$ cat config.mk
export PLATFORM = sky130hd
export DESIGN_NAME = cla_multiword_sequencer
export DESIGN_NICKNAME = d
export VERILOG_FILES = /design/src/rtl/cla_pkg.sv /design/src/rtl/carry_lookahead_adder.sv /design/src/rtl/cla_multiword_sequencer.sv
export SDC_FILE = /design/constraint.sdc
export NUM_CORES = 1
export LEC_CHECK = 0
export CORE_MARGIN = 1
export CORE_UTILIZATION = 50
export CTS_CLUSTER_SIZE = 20
export DETAILED_ROUTE_END_ITERATION = 8
export PLACE_DENSITY = 0.8
export REMOVE_ABC_BUFFERS = 1
export SLEW_MARGIN = 25
export SYNTH_ARGS = -nofsm -noshare
export SYNTH_HDL_FRONTEND = slang
export SYNTH_HIERARCHICAL = 1
export SYNTH_SLANG_ARGS = --single-unit
$ cat constraint.sdc
create_clock -name clk -period 10.3 [get_ports clk]
set_input_delay 1.03 -clock clk [delete_from_list [all_inputs] [get_ports clk]]
set_output_delay 1.03 -clock clk [all_outputs]
set_load 0.02 [all_outputs]
$ cat src/rtl/cla_pkg.sv
// Shared types and default sizing for the multi-word carry-lookahead sequencer.
package cla_pkg;

   localparam int unsigned CLA_CHUNK_DEFAULT = 16;
   localparam int unsigned CLA_WIDTH_DEFAULT = 64;

   typedef enum logic [1:0] {
      IDLE = 2'd0,
      RUN  = 2'd1,
      DONE = 2'd2
   } cla_seq_state_t;

endpackage : cla_pkg

$ cat src/rtl/carry_lookahead_adder.sv
// Single-cycle carry-lookahead adder built from per-bit generate/propagate terms.
module carry_lookahead_adder #(
   parameter int unsigned WIDTH = 16
) (
   input  logic [WIDTH-1:0] a,
   input  logic [WIDTH-1:0] b,
   input  logic             carry_in,
   output logic [WIDTH-1:0] sum,
   output logic             carry_out
);

   logic [WIDTH-1:0] gen;
   logic [WIDTH-1:0] prop;
   logic [WIDTH:0]   carry;

   assign gen  = a & b;
   assign prop = a ^ b;

   // Carry into bit i+1 is generated at i, or propagated through i from below.
   always_comb begin
      carry    = '0;
      carry[0] = carry_in;
      for (int i = 0; i < int'(WIDTH); i++) begin
         carry[i+1] = gen[i] | (prop[i] & carry[i]);
      end
   end

   assign sum       = prop ^ carry[WIDTH-1:0];
   assign carry_out = carry[WIDTH];

endmodule : carry_lookahead_adder

$ cat src/rtl/cla_multiword_sequencer.sv
// Wide add/subtract that reuses one CHUNK-bit adder across NCHUNK cycles,
// least-significant slice first, with the inter-slice carry kept in a register.
module cla_multiword_sequencer
   import cla_pkg::*;
#(
   parameter int unsigned WIDTH = CLA_WIDTH_DEFAULT,
   parameter int unsigned CHUNK = CLA_CHUNK_DEFAULT
) (
   input  logic             clk,
   input  logic             rst,
   input  logic             in_valid,
   output logic             in_ready,
   input  logic [WIDTH-1:0] in_a,
   input  logic [WIDTH-1:0] in_b,
   input  logic             in_sub,
   output logic             out_valid,
   input  logic             out_ready,
   output logic [WIDTH-1:0] out_sum,
   output logic             out_carry,
   output logic             out_ovf
);

   localparam int unsigned NCHUNK = WIDTH / CHUNK;
   localparam int unsigned IDXW   = (NCHUNK > 1) ? $clog2(NCHUNK) : 1;

   if (((WIDTH % CHUNK) != 0) || (NCHUNK < 2)) begin : g_bad_cfg
      $error("cla_multiword_sequencer: WIDTH must be a multiple of CHUNK with at least 2 slices");
   end

   cla_seq_state_t               state_q;
   logic [NCHUNK-1:0][CHUNK-1:0] a_q;
   logic [NCHUNK-1:0][CHUNK-1:0] b_q;
   logic [NCHUNK-1:0][CHUNK-1:0] sum_q;
   logic [IDXW-1:0]              idx_q;
   logic                         carry_q;

   logic [CHUNK-1:0] slice_sum;
   logic             slice_cout;
   logic             last_slice;

   carry_lookahead_adder #(
      .WIDTH (CHUNK)
   ) u_adder (
      .a         (a_q[idx_q]),
      .b         (b_q[idx_q]),
      .carry_in  (carry_q),
      .sum       (slice_sum),
      .carry_out (slice_cout)
   );

   assign last_slice = (idx_q == IDXW'(NCHUNK - 1));
   assign out_sum    = sum_q;

   // Sequencer: b is stored pre-inverted for subtract so the adder only ever adds.
   always_ff @(posedge clk) begin
      if (rst) begin
         state_q   <= IDLE;
         a_q       <= '0;
         b_q       <= '0;
         sum_q     <= '0;
         idx_q     <= '0;
         carry_q   <= 1'b0;
         in_ready  <= 1'b1;
         out_valid <= 1'b0;
         out_carry <= 1'b0;
         out_ovf   <= 1'b0;
      end else begin
         case (state_q)
            IDLE: begin
               if (in_valid) begin
                  a_q      <= in_a;
                  b_q      <= in_b ^ {WIDTH{in_sub}};
                  carry_q  <= in_sub;
                  idx_q    <= '0;
                  in_ready <= 1'b0;
                  state_q  <= RUN;
               end
            end
            RUN: begin
               sum_q[idx_q] <= slice_sum;
               carry_q      <= slice_cout;
               idx_q        <= idx_q + IDXW'(1);
               if (last_slice) begin
                  out_carry <= slice_cout;
                  out_ovf   <= (a_q[NCHUNK-1][CHUNK-1] == b_q[NCHUNK-1][CHUNK-1]) &&
                               (slice_sum[CHUNK-1] != a_q[NCHUNK-1][CHUNK-1]);
                  out_valid <= 1'b1;
                  state_q   <= DONE;
               end
            end
            DONE: begin
               if (out_ready) begin
                  out_valid <= 1'b0;
                  in_ready  <= 1'b1;
                  state_q   <= IDLE;
               end
            end
            default: begin
               state_q   <= IDLE;
               in_ready  <= 1'b1;
               out_valid <= 1'b0;
            end
         endcase
      end
   end

endmodule : cla_multiword_sequencer

==> flow_summary_export.csv <==
group,metric,value,unit
status,status,"finished, final reports clean",
placed_design,dp_hpwl,14860,µm
logic_synthesis,synthesis.yosys.warnings,6,
placed_design,io_buffer_count,200,
worst_setup_path,worst-endpoint-arrival,8780,ps
logic_synthesis,synthesis.instances,963,
power_and_ir_drop,clock_power_share,0.379,
sta,skew,7.607,ps
sta,slew_headroom,0.3422,
power_and_ir_drop,net-switching-power,0.4648,mW
cells_and_area,post_route_cells_drive_above_1_share,0.07035,
logic_synthesis,synth_most_common_cell,"sky130_fd_sc_hd__nand2_1",
power_and_ir_drop,power.share.switching,0.2529,
cells_and_area,finalCoreUtilization,0.6581,
logic_synthesis,synth.avg_cell_area,9.091,µm²
power_and_ir_drop,cellInternalPower,1.373,mW
run,max-cap-violations,0,
worst_setup_path,worst-path-max-fanout,14,
power_and_ir_drop,power.share.sequential,0.464,
hold_path,worst_hold_startpoint,"a_q[40]",
detailed_routing,number_of_design_rule_violations_left_after_detail_routing,0,
detailed_routing,route.vias.total,7157,
placed_design,gp_routability_congestion,0.7511,
cts,cts_tree,"done",
cts,cts.htree.levels,1,
detailed_routing,detailedRoute.firstIterationViolations,439,
sta,tightest_slew,986.6,ps
cts,number_of_buffers_inserted_during_clock_tree_synthesis,21,
cells_and_area,filler_cells,1383,
sta,rsz0062_at_grt,"no",
cells_and_area,seq_area,4026,µm²
die,fp.dieW,134.3,µm
worst_setup_path,regToRegSetupSlack,1920,ps
logic_synthesis,post_synth_most_frequent_cells,"sky130_fd_sc_hd__nand2_1, sky130_fd_sc_hd__dfxtp_1, sky130_fd_sc_hd__a21oi_1, sky130_fd_sc_hd__nor2_1",
logic_synthesis,synth_cell_types,30,
grt,grt_pass1_wl,34530,µm
die,pin_count,201,
logic_synthesis,synth.yosys.seq_area_share,0.4596,
worst_setup_path,cp-start-kind,"register",
die,die_h,134.3,µm
sta,final_critical_path_share_of_the_clock_period,0.8138,
cts,post-cts-setup-buffers,0,
die,die_area,18040,µm²
power_and_ir_drop,leakagePower,3.965,nW
sta,setup_violations,0,
die,fp-row-count,48,
logic_synthesis,ys_dominant_reg_cell,"sky130_fd_sc_hd__dfxtp_1",
grt,global_route.overflow_total,0,
logic_synthesis,netlist_area,8755,µm²
cells_and_area,nNetsFinal,1267,
logic_synthesis,synth_edf_count,0,
worst_setup_path,timing.setup.critical_path_class,"reg -> reg",
detailed_routing,drtAntennaViolNets,0,
cts,ctsHoldBuffers,0,
detailed_routing,dr_wl_cell,15.97,µm
sta,fmax,119.3,MHz
placed_design,worst_case_setup_slack_after_placement,1976,ps
grt,grt_max_degree,117,
grt,globalRouteTotalUtil,0.2420,
cells_and_area,antenna_cells,0,
power_and_ir_drop,comb_power_share,0.157,
cts,root_buffer,"sky130_fd_sc_hd__clkbuf_16",
cts,clock_sinks,201,
grt,grt_antenna_before_repair,0,
sta,final_tns_setup,0,ps
sta,min_period,8382,ps
cells_and_area,multiInputGateArea,4253,µm²
cts,worstSkewPairLatency,490,ps
cts,cts_max_path_buffers,3,
logic_synthesis,top_area_cells_in_the_synthesized_netlist,"sky130_fd_sc_hd__dfxtp_1, sky130_fd_sc_hd__nand2_1, sky130_fd_sc_hd__mux4_2, sky130_fd_sc_hd__a21oi_1, sky130_fd_sc_hd__xnor2_1",
worst_setup_path,timing.critical_path.from,"idx_q[0]",
logic_synthesis,synth_largest_type_area_fraction,0.4596,
grt,first_global_vias,6933,
power_and_ir_drop,max_rail_drop_vdd,0.0001070,V
worst_setup_path,crit_required,10690,ps
power_and_ir_drop,power_per_cell_area,162.6,nW/µm²
detailed_routing,detail_route.first_pass.iterations,5,
sta,final_number_of_max_transition_violations,0,
detailed_routing,viasPerCell,5.309,
logic_synthesis,synthesis_stage_register_bit_count,201,
cts,postCtsResizedCells,0,
hold_path,timing.hold.worst.class,"reg -> reg",
logic_synthesis,async_set_or_reset_register_ratio_after_synthesis,0,
die,floorplan.core_area,17180,µm²
cts,clkTransAtPathRegs,60,ps
sta,final_hold_viol_count,0,
detailed_routing,drt_wl_total,21520,µm
sta,fin_ws,1918,ps
logic_synthesis,synth_area_leader_cell,"sky130_fd_sc_hd__dfxtp_1",
worst_setup_path,reg2reg_from,"idx_q[0]",
die,initial_utilization,0.5097,
worst_setup_path,endpoint_kind,"register",
cells_and_area,flow.area_growth_from_synthesis,29.13,%
power_and_ir_drop,design_power_total,1.838,mW
## kinds of logic after synthesis
group                    count (synthesis)  share of synthesized area
AO/OA/AOI/OAI                          206                     0.1401
flip-flops                             201                     0.4596
adder cells (fa/ha/maj)                 20                    0.04230
AND/OR/NAND/NOR                        345                     0.1564
multiplexers                            32                    0.08232
XOR/XNOR                                64                    0.06403
buffers and inverters                   95                    0.05531
## routing by layer
metal,part of all wire,GRT usage
met1,0.41,0.3130
met2,0.50,0.4165
met3,0.063,0.03666
met4,0.028,0.07553
met5,0,0
## stage by stage
stage          hold WS (ps)  cell area (µm²)  instances
2_1_floorplan         427.1             8327        883
3_3_place_gp          439.6            10680       1316
3_5_place_dp          446.2            10680       1316
4_1_cts               453.3            11300       1348
5_1_grt               464.6            11300       1348
6_report              451.0            11300       1348
## area by class of cell
cell class,instances,area share
clock buffer,30,0.05390
clock inverter,2,0.001217
inverter,15,0.004981
multi-input combinational,667,0.3762
sequential,201,0.3562
tap,225,0.02490
timing repair buffer,208,0.1826
## flip-flops by register name, indices dropped and copies added (netlist names), 2 cells and up
signal and cells:
b_q 64, state_q 2, a_q 64, idx_q 2, out_sum 64
## path summary, 6_finish.rpt
path,end,depth (start not counted)
setup / recovery,out_ovf,23
hold / removal,a_q[40],2
setup reg to reg,out_ovf,23
hold reg to reg,a_q[40],2
## cells in the final DEF, fill, tap and decap left out, drive strengths merged
| cell type | count |
|---|---|
| a211oi | 66 |
| a21oi | 134 |
| a221oi | 1 |
| a22o | 1 |
| a2bb2oi | 1 |
| a32oi | 1 |
| and3b | 4 |
| buf | 10 |
| clkbuf | 30 |
| clkdlybuf4s50 | 198 |
| clkinv | 1 |
| dfxtp | 201 |
| fa | 16 |
| ha | 4 |
| inv | 16 |
| mux4 | 32 |
| nand2 | 258 |
| nand2b | 2 |
| nand3b | 5 |
| nor2 | 72 |
| nor3 | 1 |
| nor3b | 2 |
| o21bai | 2 |
| or3b | 1 |
| xnor2 | 64 |
## worst max-delay path, cell delays in order, from the launching register on
cell and delay [ps]:
sky130_fd_sc_hd__dfxtp_2 600, sky130_fd_sc_hd__mux4_2 560, sky130_fd_sc_hd__inv_1 90, sky130_fd_sc_hd__fa_1 170, sky130_fd_sc_hd__inv_1 50, sky130_fd_sc_hd__fa_1 450, sky130_fd_sc_hd__fa_1 430, sky130_fd_sc_hd__fa_1 410
sky130_fd_sc_hd__fa_1 420, sky130_fd_sc_hd__fa_1 410, sky130_fd_sc_hd__fa_1 400, sky130_fd_sc_hd__fa_1 400, sky130_fd_sc_hd__fa_1 430, sky130_fd_sc_hd__fa_1 400, sky130_fd_sc_hd__fa_1 390, sky130_fd_sc_hd__fa_1 420
sky130_fd_sc_hd__fa_1 440, sky130_fd_sc_hd__fa_1 420, sky130_fd_sc_hd__fa_1 380, sky130_fd_sc_hd__inv_1 80, sky130_fd_sc_hd__fa_1 400, sky130_fd_sc_hd__inv_1 170, sky130_fd_sc_hd__a21oi_1 90, sky130_fd_sc_hd__a211oi_1 270
## power groups by stage
stage          registers, mW  logic (mW)  clock network, mW
6_report               0.853       0.288              0.697
3_5_place_dp           0.870       0.288                  0
3_3_place_gp           0.868       0.283                  0
5_1_grt                0.858       0.316              0.736
2_1_floorplan          0.872       0.158                  0
4_1_cts                0.853       0.289              0.706
(Power assumes the default switching activity.)
